===== config.mk =====
export PLATFORM = sky130hd
export DESIGN_NAME = fwd_hazard_ctrl
export DESIGN_NICKNAME = d
export VERILOG_FILES = /design/src/rtl/fwd_hazard_ctrl.sv
export SDC_FILE = /design/constraint.sdc
export NUM_CORES = 1
export LEC_CHECK = 0
export CAP_MARGIN = 20
export CORE_MARGIN = 2
export CORE_UTILIZATION = 30
export CTS_CLUSTER_SIZE = 16
export DETAILED_ROUTE_END_ITERATION = 10
export PLACE_DENSITY_LB_ADDON = 0.12
export SLEW_MARGIN = 20
export SYNTH_ARGS = -nofsm -noshare
export SYNTH_HDL_FRONTEND = slang
export SYNTH_SLANG_ARGS = --single-unit

===== constraint.sdc =====
create_clock -name clk -period 4.4 [get_ports clk]
set_input_delay 0.88 -clock clk [delete_from_list [all_inputs] [get_ports clk]]
set_output_delay 0.88 -clock clk [all_outputs]
set_load 0.05 [all_outputs]

===== src/rtl/fwd_hazard_ctrl.sv =====
`default_nettype none
// ============================================================================
// Module      : fwd_hazard_ctrl
// Description : Forwarding and load-use hazard controller for the 5-stage
//               core. Generates ID write-through and EX bypass selects,
//               sequences load-use stalls, and holds WB results that retire
//               while the pipeline is frozen.
// Revision    : 1.0 - initial release
// ============================================================================
module fwd_hazard_ctrl #(
    parameter int NSRC      = 2,
    parameter int RA_W      = 5,
    parameter int DATA_W    = 32,
    parameter int LU_CYCLES = 1
) (
    input  logic                     clk,
    input  logic                     rst,
    input  logic                     flush,
    input  logic [NSRC*RA_W-1:0]     id_rs,
    input  logic [NSRC*RA_W-1:0]     ex_rs,
    input  logic                     mem_we,
    input  logic [RA_W-1:0]          mem_rd,
    input  logic                     mem_is_load,
    input  logic                     wb_we,
    input  logic [RA_W-1:0]          wb_rd,
    input  logic [DATA_W-1:0]        wb_data,
    output logic [NSRC-1:0]          id_fwd,
    output logic [NSRC*2-1:0]        ex_sel,
    output logic [NSRC*DATA_W-1:0]   hold_data,
    output logic                     stall
);

    localparam int c_CNT_W = $clog2(LU_CYCLES + 1);
    localparam logic [c_CNT_W-1:0] c_CNT_INIT = c_CNT_W'(LU_CYCLES - 1);
    localparam logic [c_CNT_W-1:0] c_CNT_ONE  = c_CNT_W'(1);

    typedef enum logic [0:0] {
        S_IDLE  = 1'b0,
        S_STALL = 1'b1
    } state_t;

    state_t                    r_state;
    state_t                    w_state_nxt;
    logic [c_CNT_W-1:0]        r_cnt;
    logic [c_CNT_W-1:0]        w_cnt_nxt;
    logic [NSRC-1:0]           r_hold_vld;
    logic [NSRC*DATA_W-1:0]    r_hold_data;
    logic [NSRC-1:0]           w_mem_hit;
    logic [NSRC-1:0]           w_wb_hit;
    logic                      w_lu_det;
    logic                      w_stall;
    logic                      w_hold_clr;

    // Per-source hit detection and operand mux selects; x0 never forwards
    generate
        for (genvar gi = 0; gi < NSRC; gi++) begin : g_src
            logic [RA_W-1:0] w_ex_rs;
            logic [RA_W-1:0] w_id_rs;

            assign w_ex_rs       = ex_rs[gi*RA_W +: RA_W];
            assign w_id_rs       = id_rs[gi*RA_W +: RA_W];
            assign w_mem_hit[gi] = mem_we && (w_ex_rs == mem_rd) && (w_ex_rs != '0);
            assign w_wb_hit[gi]  = wb_we  && (w_ex_rs == wb_rd)  && (w_ex_rs != '0);
            assign id_fwd[gi]    = wb_we  && (w_id_rs == wb_rd)  && (w_id_rs != '0);

            // Newest producer wins: MEM over WB over a held value
            assign ex_sel[gi*2 +: 2] = w_mem_hit[gi]  ? 2'd2 :
                                       w_wb_hit[gi]   ? 2'd1 :
                                       r_hold_vld[gi] ? 2'd3 : 2'd0;
        end
    endgenerate

    // A load in MEM feeding any EX source cannot be bypassed in time
    assign w_lu_det = mem_is_load && (|w_mem_hit);

    // State and counter registers of the load-use sequencer
    always_ff @(posedge clk) begin
        if (rst) begin
            r_state <= S_IDLE;
            r_cnt   <= '0;
        end else begin
            r_state <= w_state_nxt;
            r_cnt   <= w_cnt_nxt;
        end
    end

    // Next-state, counter and stall decode; the detection cycle itself is the
    // first stall cycle, so the counter starts at LU_CYCLES-1
    always_comb begin
        w_state_nxt = r_state;
        w_cnt_nxt   = r_cnt;
        w_stall     = 1'b0;
        w_hold_clr  = 1'b0;
        if (flush) begin
            w_state_nxt = S_IDLE;
            w_cnt_nxt   = '0;
            w_hold_clr  = 1'b1;
        end else begin
            case (r_state)
                S_IDLE: begin
                    w_stall = w_lu_det;
                    if (w_lu_det) begin
                        w_state_nxt = S_STALL;
                        w_cnt_nxt   = c_CNT_INIT;
                    end
                end
                S_STALL: begin
                    if (r_cnt != '0) begin
                        w_stall   = 1'b1;
                        w_cnt_nxt = r_cnt - c_CNT_ONE;
                    end else begin
                        // Release cycle: EX consumes any held operands
                        w_state_nxt = S_IDLE;
                        w_hold_clr  = 1'b1;
                    end
                end
                default: begin
                    w_state_nxt = S_IDLE;
                    w_cnt_nxt   = '0;
                end
            endcase
        end
    end

    // Capture WB results retiring under a frozen EX; later captures overwrite
    always_ff @(posedge clk) begin
        if (rst) begin
            r_hold_vld  <= '0;
            r_hold_data <= '0;
        end else if (w_hold_clr) begin
            r_hold_vld <= '0;
        end else if (w_stall) begin
            for (int i = 0; i < NSRC; i++) begin
                if (w_wb_hit[i]) begin
                    r_hold_data[i*DATA_W +: DATA_W] <= wb_data;
                    r_hold_vld[i]                   <= 1'b1;
                end
            end
        end
    end

    assign hold_data = r_hold_data;
    assign stall     = w_stall;

endmodule
`default_nettype wire


**Word level (Yosys, flattened, before mapping)**

Cells that the tools add are included.
Widths: inputs -> output; s select.

- Register bits after elaboration: 68
- Output and inout bits: 71
- Word-level logic and storage cells: 57
- Input bits: 68

- Eq/ne operators: 7
- Add/sub/neg operators: 1
- Reductions and logical operators: 24
- Multiplexer cells: 17
- Bitwise operators: 2

Operator list:

| operator | count |
|---|---|
| $eq 5x5->1 | 6 |
| $reduce_bool 5->1 | 4 |
| $logic_and 1x1->1 | 13 |
| $mux 2 | 6 |
| $mux 1 | 8 |
| $pmux 1 s2 | 3 |
| $reduce_and 3->1 | 2 |
| $reduce_or 2->1 | 3 |
| $reduce_and 2->1 | 2 |
| $ne 2x2->1 const B | 1 |
| $not 1->1 | 2 |
| $sub 1x1->1 const B | 1 |

**Logic depth before layout (Yosys ltp)**

- Word-level depth: 8
- Gate-level depth with buffers: 7
- Depth with buffers taken out: 5

**Worst setup path before layout**

OpenSTA, ideal clock, no wires.

- Kind: input to output
- From: input port ex_rs[6]
- To: output port ex_sel[3]
- Data required time: 3.520 ns
- Slack: 0.762 ns
- Arrival: 2.758 ns
- Path buffers: 0
- Cell stages on the path: 4
- Cells stage by stage: or4_1 -> nor2_1 -> nor4_2 -> o21ai_0

- Longest elaborated chain between the ends: 5
- Elaborated cells between the ends (all ways): 9
- Those cells by class: 2 x eq/ne; 2 x mux; 5 x reduce/logical

RTL lines:

| element | RTL line | RTL |
|---|---|---|
| start, declared | 20 | `input logic [NSRC*RA_W-1:0] ex_rs,` |
| $eq 5x5->1 | 63 | `assign w_wb_hit[gi] = wb_we && (w_ex_rs == wb_rd) && (w_ex_rs != '0);` |
| $logic_and 1x1->1 (2 in series) | 63 |  |
| $mux 2 | 68 | `w_wb_hit[gi] ? 2'd1 :` |
| $mux 2 (*) | 67 | `assign ex_sel[gi*2 +: 2] = w_mem_hit[gi] ? 2'd2 :` |
| end, declared | 28 | `output logic [NSRC*2-1:0] ex_sel,` |

Every way passes the cells marked *; elsewhere a longest branch is shown, timed or not.

**Worst setup path after layout**

- From: input port ex_rs[2]
- To: output port stall

- Longest elaborated chain between the ends: 7
- Elaborated cells between the ends (all ways): 8
- Those cells by class: 1 x eq/ne; 2 x mux; 5 x reduce/logical

RTL lines:

| element | RTL line | RTL |
|---|---|---|
| $eq 5x5->1 | 62 | `assign w_mem_hit[gi] = mem_we && (w_ex_rs == mem_rd) && (w_ex_rs != '0);` |
| $logic_and 1x1->1 | 62 |  |
| $logic_and 1x1->1 (*) | 62 |  |
| $reduce_or 2->1 (*) | 74 | `assign w_lu_det = mem_is_load && (\|w_mem_hit);` |
| $logic_and 1x1->1 (*) | 74 |  |
| $pmux 1 s2 (*) | 99 | `case (r_state)` |
| $mux 1 (*) | 94 | `if (flush) begin` |
| end, declared | 30 | `output logic stall` |

Marked as above.

==> impl_metrics.csv <==
group,metric,value,unit
clock_network,post_cts_resized,0,
clock_network,path_clk_slew,0.08,ns
setup_path,arrival,3.21,ns
yosys,syn-cell-area,3260,um^2
yosys,ys_seq_elements,67,
yosys,synth_top_family_by_area,"simple AND/OR/NAND/NOR gates",
yosys,synth_adder_area_share,0,
timing,skew,0.00685,ns
floorplan,dieArea,11700,um^2
route,viasPerCell,4.30,
timing,finalCritPeriodShare,0.929,
route,avgRoutedWirePerCell,13.6,um
route,drt_iter0_drc,95,
yosys,ys_seq_area_frac,0.412,
power_and_ir_drop,internal_power,0.974,mW
final_layout,nets,520,
route,wl,8110,um
clock_network,cts_sinks,67,
power_and_ir_drop,seqPwrFrac,0.476,
final_layout,fin_cells,597,
min_path,min_path_type,"reg -> reg",
power_and_ir_drop,switching_share,0.235,
timing,hold_viol_final,0,
placed_design,placedCellCount,581,
global_route,antenna_found_initial,0,
setup_path,worst_setup_path_start_kind,"primary input",
setup_path,r2r_start,"r_state",
run_status,status,"finished, final reports clean",
yosys,synth_compound_area_frac,0.0250,
placed_design,detailed_place_hpwl,5670,um
clock_network,clk_latency,0.34,ns
final_layout,drive_above_1_share,0.0547,
placed_design,routabilityCongestion,0.846,
power_and_ir_drop,combPwrFrac,0.114,
timing,grt_setup_unrepaired,"false",
timing,worst_pin_slew,0.872,ns
min_path,worstHoldPathCells,2,
floorplan,fp-row-count,38,
setup_path,endpoint,"stall",
global_route,grtUsageTotal,0.141,
clock_network,cts_tree,"done",
yosys,synth_edf_count,0,
clock_network,ctsHoldBuffers,0,
yosys,post-synth-top-area-fraction,0.412,
power_and_ir_drop,p_switching,0.300,mW
power_and_ir_drop,p_clk_frac,0.411,
yosys,synthTopCellsByArea,"dfxtp_1 41%, mux2i_1 20%, nand2b_1 18%",
setup_path,reg2reg_slack,2.58,ns
timing,fin_setup_tns,0,ns
timing,min_period,4.09,ns
job,max_cap_viol_count,0,
global_route,overflow,0,
floorplan,coreArea,10700,um^2
yosys,synth_nets,389,
clock_network,ctsHtreeMaxLevel,3,
yosys,yosys.area.top_type,"dfxtp_1",
global_route,grt_first_pass_wirelength,13000,um
route,drc,0,
setup_path,critPathMaxFanout,3,
placed_design,port_buffers,138,
timing,setup_violations,0,
route,route.vias.total,2566,
setup_path,cp-end-kind,"output port",
timing,finalMaxSlewViolations,0,
yosys,postSynth.asyncResetShare,0,
global_route,grt_max_degree,70,
placed_design,post_dp_cell_area,4670,um^2
clock_network,clockBufferDepth,2,
setup_path,timing.rr.end,"hold_data[0]",
timing,slew_headroom,0.419,
final_layout,antenna_cells,0,
yosys,synth-simple-area-share,0.241,
yosys,synth.most_common_cell,"nand2b_1",
yosys,synthTopCellsByCount,"96 x nand2b_1, 67 x dfxtp_1, 64 x mux2i_1",
clock_network,cts_inserted_buffers,9,
yosys,yosys_warnings,0,
yosys,synth_cell_types,26,
route,firstDrtPassIters,4,
setup_path,reg2regPathDepth,5,
yosys,syn_inst,321,
yosys,syn_avg_cell_area,10.1,um^2
setup_path,critPathKind,"in -> out",
yosys,synth_xor_area_frac,0.0753,
floorplan,ioPinCount,139,
timing,max_clock_freq,245,MHz
floorplan,fp.dieW,108,um
final_layout,ff_latch_area,1340,um^2
final_layout,postLayoutCellArea,4870,um^2
yosys,synth.mux.area_fraction,0.197,
floorplan,die_h,108,um
clock_network,cts-root-buf,"clkbuf_8",
global_route,grt_pass1_vias,2571,
final_layout,fill_cells,1030,
yosys,synthFlopType,"dfxtp_1",
floorplan,start_util,0.304,
power_and_ir_drop,p_per_area,261,nW/um^2
final_layout,area_growth,49.7,%
setup_path,crit_start,"ex_rs[2]",
setup_path,cp.required,3.52,ns
power_and_ir_drop,p_leak,1.83,nW
final_layout,multi_input_area,1750,um^2
route,ant_nets,0,
power_and_ir_drop,ir_drop,0.169,mV
clock_network,post_cts_buffers,0,
## worst max-delay path, stage by stage
cell and delay, ns:
clkdlybuf4s50_1 0.54, xnor2_1 0.14, nand4_1 0.14, nor3_1 0.44, nor2_1 0.13, nor2_1 0.13, clkdlybuf4s50_1 0.80
## per-layer routing
| metal | global-route usage | vias up | wire [um] |
|---|---|---|---|
| met5 | 0 | - | 0 |
| met4 | 0.0440 | 0 | 90 |
| met3 | 0.0476 | 9 | 624 |
| met2 | 0.224 | 77 | 3680 |
| met1 | 0.181 | 1156 | 3710 |
| li1 | - | 1324 | - |
## final cells by class
class / count / area share
Inverter: 2 / 0.00154
Tap cell: 140 / 0.0359
Clock inverter: 5 / 0.0126
Clock buffer: 11 / 0.0290
Sequential cell: 67 / 0.275
Timing Repair Buffer: 141 / 0.286
Multi-Input combinational cell: 231 / 0.360
## how the worst min path moves through the flow
stage,endpoint,slack [ns],from
CTS,hold_data[7],0.48,hold_data[7]
global placement,hold_data[18],0.46,hold_data[18]
finish,hold_data[7],0.47,hold_data[7]
detailed placement,hold_data[2],0.46,hold_data[2]
global route,hold_data[1],0.49,hold_data[1]
floorplan,r_hold_vld[1],0.44,r_hold_vld[1]
## power by group through the flow
| stage | Sequential (mW) | Clock, mW | Combinational [mW] |
|---|---|---|---|
| after detailed placement | 0.620 | 0 | 0.146 |
| after floorplan | 0.621 | 0 | 0.0696 |
| final | 0.606 | 0.524 | 0.145 |
| after global placement | 0.620 | 0 | 0.145 |
| after global routing | 0.606 | 0.575 | 0.157 |
| after CTS | 0.606 | 0.548 | 0.147 |
## cells by family after synthesis
| kind of cell | count (synthesis) |
|---|---|
| muxes | 64 |
| DFF | 67 |
| buffers and inverters | 23 |
| xor gates and xnor gates | 28 |
| AOI/OAI and AO/OA | 8 |
| and+or+nand+nor | 131 |
## sequential cells by signal, indices dropped and copies added (netlist names)
signal      cells
hold_data      64
r_state         1
r_hold_vld      2
## cells in the final DEF, fill, tap and decap left out, drive strengths merged, types with 4 or more instances in the layout
cell type      Yosys  routed
nand2b            96      96
clkdlybuf4s50      0     135
nor2               9       9
buf               11       6
nor3               8       8
nand4              4       4
xnor2             18      18
clkbuf            10      11
xor2              10      10
dfxtp             67      67
nand2              5       5
mux2i             64      64
## through the flow
stage | total power [mW] | utilization | setup WS, ns | hold WS [ns]
2_1_floorplan | 0.690 | - | 0.762 | 0.440
3_3_place_gp | 0.765 | 0.437 | 0.329 | 0.460
3_5_place_dp | 0.766 | 0.437 | 0.308 | 0.460
4_1_cts | 1.30 | 0.456 | 0.287 | 0.477
5_1_grt | 1.34 | 0.456 | 0.130 | 0.485
6_report | 1.27 | 0.456 | 0.313 | 0.473
Note: power is estimated with default switching activity, not from simulation.
